$ cat config.mk
export PLATFORM = sky130hd
export DESIGN_NAME = trigger_seq
export DESIGN_NICKNAME = d
export VERILOG_FILES = /design/src/rtl/trigger_pkg.sv /design/src/rtl/trigger_lane_match.sv /design/src/rtl/trigger_seq.sv
export SDC_FILE = /design/constraint.sdc
export NUM_CORES = 1
export LEC_CHECK = 0
export ABC_AREA = 1
export BUFFER_PORTS_ARGS = -buffer_cell sky130_fd_sc_hd__buf_2
export CELL_PAD_IN_SITES_DETAIL_PLACEMENT = 0
export CELL_PAD_IN_SITES_GLOBAL_PLACEMENT = 1
export CORE_AREA = 2 2 240 242
export DETAILED_ROUTE_END_ITERATION = 10
export DIE_AREA = 0 0 242 244
export PLACE_DENSITY_LB_ADDON = 0.1
export SLEW_MARGIN = 10
export SYNTH_ARGS = -nofsm -noshare
export SYNTH_HDL_FRONTEND = slang
export SYNTH_HIERARCHICAL = 1
export SYNTH_SLANG_ARGS = --single-unit
$ cat constraint.sdc
create_clock -name clk -period 14.3 [get_ports clk]
set_clock_uncertainty 0.05 [all_clocks]
set_input_delay 0 -clock clk [delete_from_list [all_inputs] [get_ports clk]]
set_output_delay 0 -clock clk [all_outputs]
set_load 0.01 [all_outputs]
$ cat src/rtl/trigger_pkg.sv
// Trigger sequencer shared types.
// Mode codes and sequencer state encoding.
package trigger_pkg;

  typedef enum logic [2:0] {
    M_ALWAYS = 3'd0,
    M_RISE   = 3'd1,
    M_FALL   = 3'd2,
    M_EDGE   = 3'd3,
    M_HIGH   = 3'd4,
    M_LOW    = 3'd5,
    M_NEVER6 = 3'd6,
    M_NEVER7 = 3'd7
  } trig_mode_e;

  typedef enum logic [1:0] {
    S_IDLE  = 2'd0,
    S_ARMED = 2'd1,
    S_FIRED = 2'd2
  } trig_state_e;

endpackage

$ cat src/rtl/trigger_lane_match.sv
// One stage's per-lane pattern and mode evaluation.
// Reports whether any lane hits and the lowest hitting lane.
module trigger_lane_match
  import trigger_pkg::*;
#(
  parameter int LANES    = 8,
  parameter int CHANNELS = 32,
  parameter int CH_W     = $clog2(CHANNELS),
  parameter int POS_W    = $clog2(LANES)
) (
  input  logic [CHANNELS-1:0][LANES-1:0] states,
  input  logic [CHANNELS-1:0]            prev,
  input  logic                           prev_vld,
  input  logic [CHANNELS-1:0]            mask,
  input  logic [CHANNELS-1:0]            match,
  input  logic [CH_W-1:0]                channel,
  input  logic [2:0]                     mode,
  output logic                           hit,
  output logic [POS_W-1:0]               pos
);

  logic [LANES-1:0] pat;
  logic [LANES-1:0] bsel;
  logic [LANES-1:0] psel;
  logic [LANES-1:0] pval;
  logic [LANES-1:0] mh;
  logic [LANES-1:0] cond;

  // Pattern compare on every lane; masked-off channels never block a hit.
  always_comb begin
    pat = '1;
    for (int l = 0; l < LANES; l++) begin
      for (int c = 0; c < CHANNELS; c++) begin
        if (mask[c] && (states[c][l] != match[c])) pat[l] = 1'b0;
      end
    end
  end

  // Mode compare; lane 0 edges lean on the carried-over last lane.
  always_comb begin
    bsel = states[channel];
    psel = {bsel[LANES-2:0], prev[channel]};
    pval = {{(LANES-1){1'b1}}, prev_vld};
    mh   = '0;
    unique case (trig_mode_e'(mode))
      M_ALWAYS: mh = '1;
      M_RISE:   mh = pval & ~psel & bsel;
      M_FALL:   mh = pval & psel & ~bsel;
      M_EDGE:   mh = pval & (psel ^ bsel);
      M_HIGH:   mh = bsel;
      M_LOW:    mh = ~bsel;
      default:  mh = '0;
    endcase
  end

  // Lowest satisfying lane wins.
  always_comb begin
    cond = pat & mh;
    hit  = |cond;
    pos  = '0;
    for (int l = LANES - 1; l >= 0; l--) begin
      if (cond[l]) pos = POS_W'(l);
    end
  end

endmodule

$ cat src/rtl/trigger_seq.sv
// Multi-stage logic-analyzer trigger sequencer.
// Counts per-stage occurrences and fires once the last stage passes.
module trigger_seq
  import trigger_pkg::*;
#(
  parameter int LANES    = 8,
  parameter int CHANNELS = 32,
  parameter int STAGES   = 4,
  parameter int CNT_W    = 16
) (
  input  logic                                 clk,
  input  logic                                 rst,
  input  logic                                 arm,
  input  logic                                 disarm,
  input  logic                                 wr_valid,
  input  logic [CHANNELS-1:0][LANES-1:0]       wr_states,
  input  logic [STAGES-1:0][CHANNELS-1:0]      stg_mask,
  input  logic [STAGES-1:0][CHANNELS-1:0]      stg_match,
  input  logic [STAGES-1:0][$clog2(CHANNELS)-1:0] stg_channel,
  input  logic [STAGES-1:0][2:0]               stg_mode,
  input  logic [STAGES-1:0][CNT_W-1:0]         stg_count,
  input  logic [$clog2(STAGES+1)-1:0]          num_stages,
  output logic                                 trig_valid,
  output logic [$clog2(LANES)-1:0]             trig_pos,
  output logic                                 armed,
  output logic                                 done,
  output logic [$clog2(STAGES)-1:0]            stage
);

  localparam int POS_W = $clog2(LANES);
  localparam int STG_W = $clog2(STAGES);
  localparam int NS_W  = $clog2(STAGES + 1);

  trig_state_e        state_q, state_d;
  logic [STG_W-1:0]   stage_q, stage_d;
  logic [CNT_W-1:0]   cnt_q, cnt_d;
  logic [CHANNELS-1:0] prev_q, prev_d;
  logic               hvld_q, hvld_d;
  logic               tv_q, tv_d;
  logic [POS_W-1:0]   tp_q, tp_d;

  logic               ev_hit;
  logic [POS_W-1:0]   ev_pos;
  logic [STG_W-1:0]   last_stg;
  logic [CNT_W:0]     need;
  logic [CNT_W:0]     cnt_inc;

  trigger_lane_match #(
    .LANES    (LANES),
    .CHANNELS (CHANNELS)
  ) u_match (
    .states   (wr_states),
    .prev     (prev_q),
    .prev_vld (hvld_q),
    .mask     (stg_mask[stage_q]),
    .match    (stg_match[stage_q]),
    .channel  (stg_channel[stage_q]),
    .mode     (stg_mode[stage_q]),
    .hit      (ev_hit),
    .pos      (ev_pos)
  );

  // Last active stage index and pass threshold; zero counts mean one.
  always_comb begin
    if (num_stages == '0)
      last_stg = '0;
    else if (num_stages > NS_W'(STAGES))
      last_stg = STG_W'(STAGES - 1);
    else
      last_stg = STG_W'(num_stages - 1'b1);
    if (stg_count[stage_q] == '0)
      need = (CNT_W+1)'(1);
    else
      need = {1'b0, stg_count[stage_q]};
    cnt_inc = {1'b0, cnt_q} + (CNT_W+1)'(1);
  end

  // Sequencer next state: disarm beats arm beats sample processing.
  always_comb begin
    state_d = state_q;
    stage_d = stage_q;
    cnt_d   = cnt_q;
    prev_d  = prev_q;
    hvld_d  = hvld_q;
    tv_d    = 1'b0;
    tp_d    = tp_q;
    if (disarm) begin
      state_d = S_IDLE;
    end else if (arm) begin
      state_d = S_ARMED;
      stage_d = '0;
      cnt_d   = '0;
      hvld_d  = 1'b0;
    end else if (wr_valid) begin
      for (int c = 0; c < CHANNELS; c++)
        prev_d[c] = wr_states[c][LANES-1];
      hvld_d = 1'b1;
      if (state_q == S_ARMED && ev_hit) begin
        if (cnt_inc >= need) begin
          cnt_d = '0;
          if (stage_q >= last_stg) begin
            state_d = S_FIRED;
            tv_d    = 1'b1;
            tp_d    = ev_pos;
          end else begin
            stage_d = stage_q + STG_W'(1);
          end
        end else begin
          cnt_d = cnt_inc[CNT_W-1:0];
        end
      end
    end
  end

  // State, progress, history and trigger output registers.
  always_ff @(posedge clk) begin
    if (rst) begin
      state_q <= S_IDLE;
      stage_q <= '0;
      cnt_q   <= '0;
      prev_q  <= '0;
      hvld_q  <= 1'b0;
      tv_q    <= 1'b0;
      tp_q    <= '0;
    end else begin
      state_q <= state_d;
      stage_q <= stage_d;
      cnt_q   <= cnt_d;
      prev_q  <= prev_d;
      hvld_q  <= hvld_d;
      tv_q    <= tv_d;
      tp_q    <= tp_d;
    end
  end

  assign trig_valid = tv_q;
  assign trig_pos   = tp_q;
  assign armed      = (state_q == S_ARMED);
  assign done       = (state_q == S_FIRED);
  assign stage      = stage_q;

endmodule

==> results of run 1 <==
-- through the flow --
| step | hold slack (ns) | std cells | util, % | total power [mW] |
|---|---|---|---|---|
| finish | 0.0854 | 3726 | 31.0 | 1.10 |
| detailed placement | 0.247 | 3667 | 29.6 | 0.806 |
| global placement | 0.246 | 3667 | 29.6 | 0.801 |
| floorplan | 0.0849 | 2411 | - | 0.509 |
| global route | 0.0970 | 3723 | 30.9 | 1.16 |
| CTS | 0.0670 | 3718 | 30.9 | 1.09 |
-- flip-flops by register name, indices dropped and copies added, names as in the netlist --
| signal | count |
|---|---|
| prev_q | 32 |
| cnt_q | 16 |
| trig_pos | 3 |
| stage | 2 |
| state_q | 2 |
| hvld_q | 1 |
| trig_valid | 1 |
-- cells in the final DEF, fill, tap and decap left out, types with 55 or more instances in the layout --
cell	count
a21oi_1	122
buf_2	623
buf_4	55
dfxtp_1	55
inv_1	97
nand2_1	431
nand3_1	211
nor2_1	431
o21ai_0	412
o22ai_1	65
or2_2	62
-- power by group through the flow --
stage | registers, mW | clock network (mW) | logic [mW]
finish | 0.169 | 0.269 | 0.658
global placement | 0.172 | 0 | 0.629
floorplan | 0.171 | 0 | 0.338
CTS | 0.169 | 0.274 | 0.644
global route | 0.170 | 0.280 | 0.709
detailed placement | 0.172 | 0 | 0.634
-- cell families (layout without fill, tap and decap cells) --
kind of cell	Yosys count	after routing	share of synthesized area, %
AOI/OAI and AO/OA	736	736	32.2
xor gates and xnor gates	72	72	4.89
buffers and inverters	288	839	9.97
DFF	57	57	8.85
and+or+nand+nor	1223	1223	40.7
other	0	8	0
adders and majority gates	35	35	3.38
-- worst paths after layout --
path / cells after the start / endpoint
worst max-delay path: 23 / cnt_q[8]
worst min-delay path: 2 / cnt_q[15]
worst max register to register: 23 / cnt_q[8]
worst min register to register: 2 / state_q[0]
-- area by class of cell --
cell class	count	share of cell area, %
clock inverter	4	0.547
multi-input combinational	2066	61.0
inverter	110	2.40
antenna	8	0.115
timing repair buffer	713	22.3
sequential	57	6.59
clock buffer	12	1.60
tap	756	5.44
-- critical path, stage by stage, from the launching register on --
cell and delay (ns):
dfxtp_4 0.87, o21ai_0 0.31, o22ai_4 0.91, inv_4 0.50
buf_4 0.56, o21ai_0 0.30, o221ai_1 0.13, nand3_1 0.27
o211ai_2 0.17, nand2_2 0.15, inv_1 0.08, ha_1 0.27
nor2_1 0.04, a311oi_1 0.26, nand3_1 0.12, nand2_1 0.10
nand2_1 0.07, nor2_2 0.15, nand4_1 0.23, nand2_1 0.20
nor2_4 0.06, a21oi_2 0.56, nand2_1 0.17, a21oi_2 0.17
-- per-layer routing --
| metal | global-route usage [%] | vias up | wire length (um) |
|---|---|---|---|
| met4 | 8.95 | 4 | 2810 |
| met2 | 51.5 | 994 | 44500 |
| met1 | 40.7 | 9445 | 41400 |
| li1 | - | 9382 | - |
| met3 | 4.73 | 122 | 7390 |
| met5 | 0 | - | 29 |
-- repair_timing --
| action | in CTS | in global routing |
|---|---|---|
| hold buffers | 35 | 0 |
| gates resized for setup | 0 | 0 |
| buffers inserted | 0 | 0 |
| endpoints found under the hold margin | 34 | 0 |
==> impl_metrics.json, run 1 <==
{
  "status": "finished, final reports clean",
  "worstPathRequired_ns": 14.52,
  "cts_tree": "built",
  "drc_errors": 0,
  "fillers": 6543,
  "timing.final.crit_share_pct": 48.3,
  "detail-route-antenna-nets": 0,
  "placed_cell_area_mm2": 0.0166,
  "pwr-share-clk_pct": 24.6,
  "setup_tns_ns": 0,
  "antenna_found_initial": 13,
  "power.density_mw_per_mm2": 63.0,
  "maxSlewViolCount": 0,
  "pre_cts_ws_ns": 7.20,
  "avgSynthCellArea_um2": 5.35,
  "grt_pass1_wl_um": 134000,
  "cp-start-kind": "flop",
  "syn_to_final_growth_pct": 34.9,
  "dieArea_mm2": 0.0590,
  "reg2reg_from": "stage[0]",
  "fin_crit_ns": 6.90,
  "synth_edf_count": 0,
  "gp_congestion": 0.940,
  "netlist_area_mm2": 0.0129,
  "final-seq-area_mm2": 0.00115,
  "synth.distinct_cells": 51,
  "rsz0062_at_grt": "no",
  "ys_top_cells_by_area": "o21ai_0, nand2_1, nor2_1",
  "row_count": 87,
  "ir_worst_vdd_mv": 0.0777,
  "hold_viol_final": 0,
  "seq_area_frac_synth_pct": 8.85,
  "firstDrtPassIters": 8,
  "static-leakage-power_nw": 8.17,
  "fmax_mhz": 145,
  "synthArstFlopShare_pct": 0,
  "internal_power_mw": 0.581,
  "htree_num_levels": 3,
  "postSynthCellCount": 2411,
  "final_area_mm2": 0.0174,
  "hp-class": "input pin to flop",
  "die_w_um": 242,
  "post_drt_via_cell_ratio": 5.35,
  "crit_start": "stage[0]",
  "root_buffer": "clkbuf_16",
  "critPathArrivalTime_ns": 7.12,
  "clk_pin_slew_worst_paths_ns": 0.05,
  "syn_nets": 3061,
  "overflow": 0,
  "worstSetupPathType": "flop to flop",
  "wl_per_cell_um": 25.8,
  "wirelength_um": 96200,
  "layout_setup_ws_ns": 7.40,
  "synth_top_area_cell": "o21ai_0",
  "yosysTopAreaCellShare_pct": 16.0,
  "path_max_fanout": 91,
  "vias": 19900,
  "hp-start": "rst",
  "setup_viol": 0,
  "initial_core_util_pct": 23.0,
  "synth_common_cells": "nand2_1, nor2_1, o21ai_0, nand3_1, a21oi_1",
  "clkLatencyLatePin_ns": 0.34,
  "tightest_slew_ns": 1.37,
  "grt_pass1_vias": 18500,
  "p_sw_share_pct": 47.0,
  "r2r_slack_ns": 7.40,
  "core-area_mm2": 0.0562,
  "dp_hpwl_um": 76100,
  "place.port_buffers": 623,
  "ys_warn_count": 6,
  "slew_headroom_pct": 8.75,
  "drive_gt1_share_pct": 27.8,
  "io_pins": 624,
  "drtIter0Drc": 2016,
  "numCtsBuffers": 9,
  "clock_path_buffers": 2,
  "max-cap-violations": 0,
  "die_h_um": 244,
  "p_comb_share_pct": 60.0,
  "grt_use_total_pct": 30.8,
  "seqPwrFrac_pct": 15.4,
  "grt_max_degree": 103,
  "end_kind": "flop",
  "ys.flop_type": "dfxtp_1",
  "synth_seq_cells": 57,
  "fin_nets": 3607,
  "cts.sinks": 57,
  "p_sw_mw": 0.515,
  "multiInputGateArea_mm2": 0.0106
}
No activity file was read; power rests on OpenSTA's default activity.
==> inputs of run 2 (changes only) <==
--- a/config.mk
+++ b/config.mk
@@ -9,9 +9,9 @@
 export BUFFER_PORTS_ARGS = -buffer_cell sky130_fd_sc_hd__buf_2
 export CELL_PAD_IN_SITES_DETAIL_PLACEMENT = 0
 export CELL_PAD_IN_SITES_GLOBAL_PLACEMENT = 1
-export CORE_AREA = 2 2 240 242
+export CORE_AREA = 2 2 245 247
 export DETAILED_ROUTE_END_ITERATION = 10
-export DIE_AREA = 0 0 242 244
+export DIE_AREA = 0 0 247 249
 export PLACE_DENSITY_LB_ADDON = 0.1
 export SLEW_MARGIN = 10
 export SYNTH_ARGS = -nofsm -noshare
==> constraint.sdc (replaced) <==
create_clock -name clk -period 6.1 [get_ports clk]
set_clock_uncertainty 0.05 [all_clocks]
set_input_delay 0 -clock clk [delete_from_list [all_inputs] [get_ports clk]]
set_output_delay 0 -clock clk [all_outputs]
set_load 0.01 [all_outputs]
==> impl_metrics.json, run 2 (same netlist as run 1, synthesis figures left out) <==
{
  "cp_num_cells": 21,
  "timing.final.crit_share_pct": 88.0,
  "ir_worst_vdd_mv": 0.127,
  "fin_nets": 3643,
  "final_area_mm2": 0.0176,
  "worstPathRequired_ns": 6.33,
  "end_kind": "flop",
  "status": "finished, final reports clean",
  "slew_headroom_pct": 19.3,
  "cts_resized": 0,
  "antenna_found_initial": 14,
  "grt_max_degree": 123,
  "htree_num_levels": 3,
  "drtIter0Drc": 1901,
  "detail-route-antenna-nets": 0,
  "fillers": 6758,
  "max-cap-violations": 0,
  "static-leakage-power_nw": 8.33,
  "cts.sinks": 57,
  "fin_crit_ns": 5.37,
  "root_buffer": "clkbuf_16",
  "drc_errors": 0,
  "rsz0062_at_grt": "no",
  "die_h_um": 249,
  "placed_cell_area_mm2": 0.0170,
  "grt_pass1_vias": 18700,
  "gp_congestion": 0.950,
  "io_pins": 624,
  "firstDrtPassIters": 6,
  "regMostFlops": "prev_q",
  "die_w_um": 247,
  "final_cell_mix": "buf_2, nor2_1, nand2_1",
  "cp_top_family": "simple AND/OR/NAND/NOR gates",
  "pre_cts_ws_ns": 0.725,
  "numCtsBuffers": 9,
  "place.port_buffers": 623,
  "crit_chain": "inv_4, buf_4, o21ai_0, o22ai_2, a21oi_1, o21ai_0, o21ai_0, nor3_1, nand2_1, nor4_1, buf_4, nand2_2, nand4_1, nand2_1, nor2_4, inv_2, nor2_1, nand3_1, nand2_1, nand2_1, nor2_1",
  "setup_tns_ns": 0,
  "hold_depth": 3,
  "wl_per_cell_um": 25.8,
  "worstSetupPathType": "flop to flop",
  "grt_use_total_pct": 30.3,
  "multiInputGateArea_mm2": 0.0106,
  "critPathArrivalTime_ns": 5.60,
  "cpMaxStageDelayCell": "o22ai_2",
  "cts_tree": "built",
  "power.density_mw_per_mm2": 141,
  "clkLatencyLatePin_ns": 0.34,
  "overflow": 0,
  "vias": 20000,
  "dieArea_mm2": 0.0615,
  "slowest_delay_ns": 0.77,
  "tightest_slew_ns": 1.21,
  "path_max_fanout": 85,
  "setup_viol": 0,
  "grt_pass1_wl_um": 136000,
  "hold_viol_final": 0,
  "layout_commonest_cell": "buf_2",
  "layout_setup_ws_ns": 0.730,
  "maxSlewViolCount": 0,
  "hp-class": "input pin to flop",
  "cp_common_cell": "nand2_1",
  "row_count": 89,
  "syn_to_final_growth_pct": 36.8,
  "wirelength_um": 97600,
  "dp_hpwl_um": 79700,
  "clk_pin_slew_worst_paths_ns": 0.05,
  "reg2reg_depth": 21,
  "largest_register_ffs": 32,
  "final-seq-area_mm2": 0.00115,
  "core-area_mm2": 0.0587,
  "cp-start-kind": "flop",
  "drive_gt1_share_pct": 28.7,
  "fmax_mhz": 186,
  "clock_path_buffers": 2,
  "cp_num_buf_inv": 4,
  "initial_core_util_pct": 22.0,
  "post_drt_via_cell_ratio": 5.30
}
[run 2: area by class of cell]
cell class	count	share of cell area (%)
Sequential cell	57	6.50
Clock buffer	14	1.61
Antenna cell	7	0.0993
Inverter	110	2.37
Clock inverter	2	0.0567
Tap cell	773	5.48
Multi-Input combinational cell	2066	60.1
Timing Repair Buffer	749	23.8
[run 2: per-layer routing]
metal	global-route usage (%)	vias to the layer above	share of wire, %
li1	-	9454	-
met1	39.5	9379	42
met2	50.8	1029	47
met3	4.90	136	8.0
met4	8.71	8	3.1
met5	0	-	0.047
[run 2: final timing paths]
check            startpoint           to  slack [ns]
min          wr_states[191]   prev_q[23]        0.03
min reg2reg      state_q[1]   state_q[1]        0.42
max                stage[0]  trig_pos[2]        0.73
max reg2reg        stage[0]  trig_pos[2]        0.73
[run 2: worst reg2reg max path: stages, from the launching register on]
cell and delay (ns):
dfxtp_4 0.42, inv_4 0.21, buf_4 0.65, o21ai_0 0.42, o22ai_2 0.77, a21oi_1 0.13
o21ai_0 0.11, o21ai_0 0.12, nor3_1 0.19, nand2_1 0.08, nor4_1 0.58, buf_4 0.24
nand2_2 0.08, nand4_1 0.19, nand2_1 0.15, nor2_4 0.15, inv_2 0.04, nor2_1 0.12
nand3_1 0.30, nand2_1 0.15, nand2_1 0.05, nor2_1 0.11
[run 2: per-stage QoR]
stage | instances | hold WS (ns) | utilization, % | total power, mW
floorplan | 2411 | 0.0849 | - | 1.19
global route | 3773 | 0.0391 | 30.0 | 2.63
CTS | 3771 | 0.00201 | 30.0 | 2.47
global placement | 3722 | 0.249 | 29.0 | 1.93
detailed placement | 3722 | 0.257 | 29.0 | 1.93
finish | 3778 | 0.0307 | 30.1 | 2.48
[run 2: power breakdown]
group / internal (mW) / total, mW / switching [mW]
combinational: 0.555 / 1.58 / 1.02
clock: 0.318 / 0.511 / 0.193
sequential: 0.387 / 0.396 / 0.00951
total: 1.26 / 2.48 / 1.22
[run 2: timing repair]
action | in CTS | in global routing
buffers inserted | 0 | 0
hold buffers | 33 | 0
hold endpoints to repair | 32 | 0
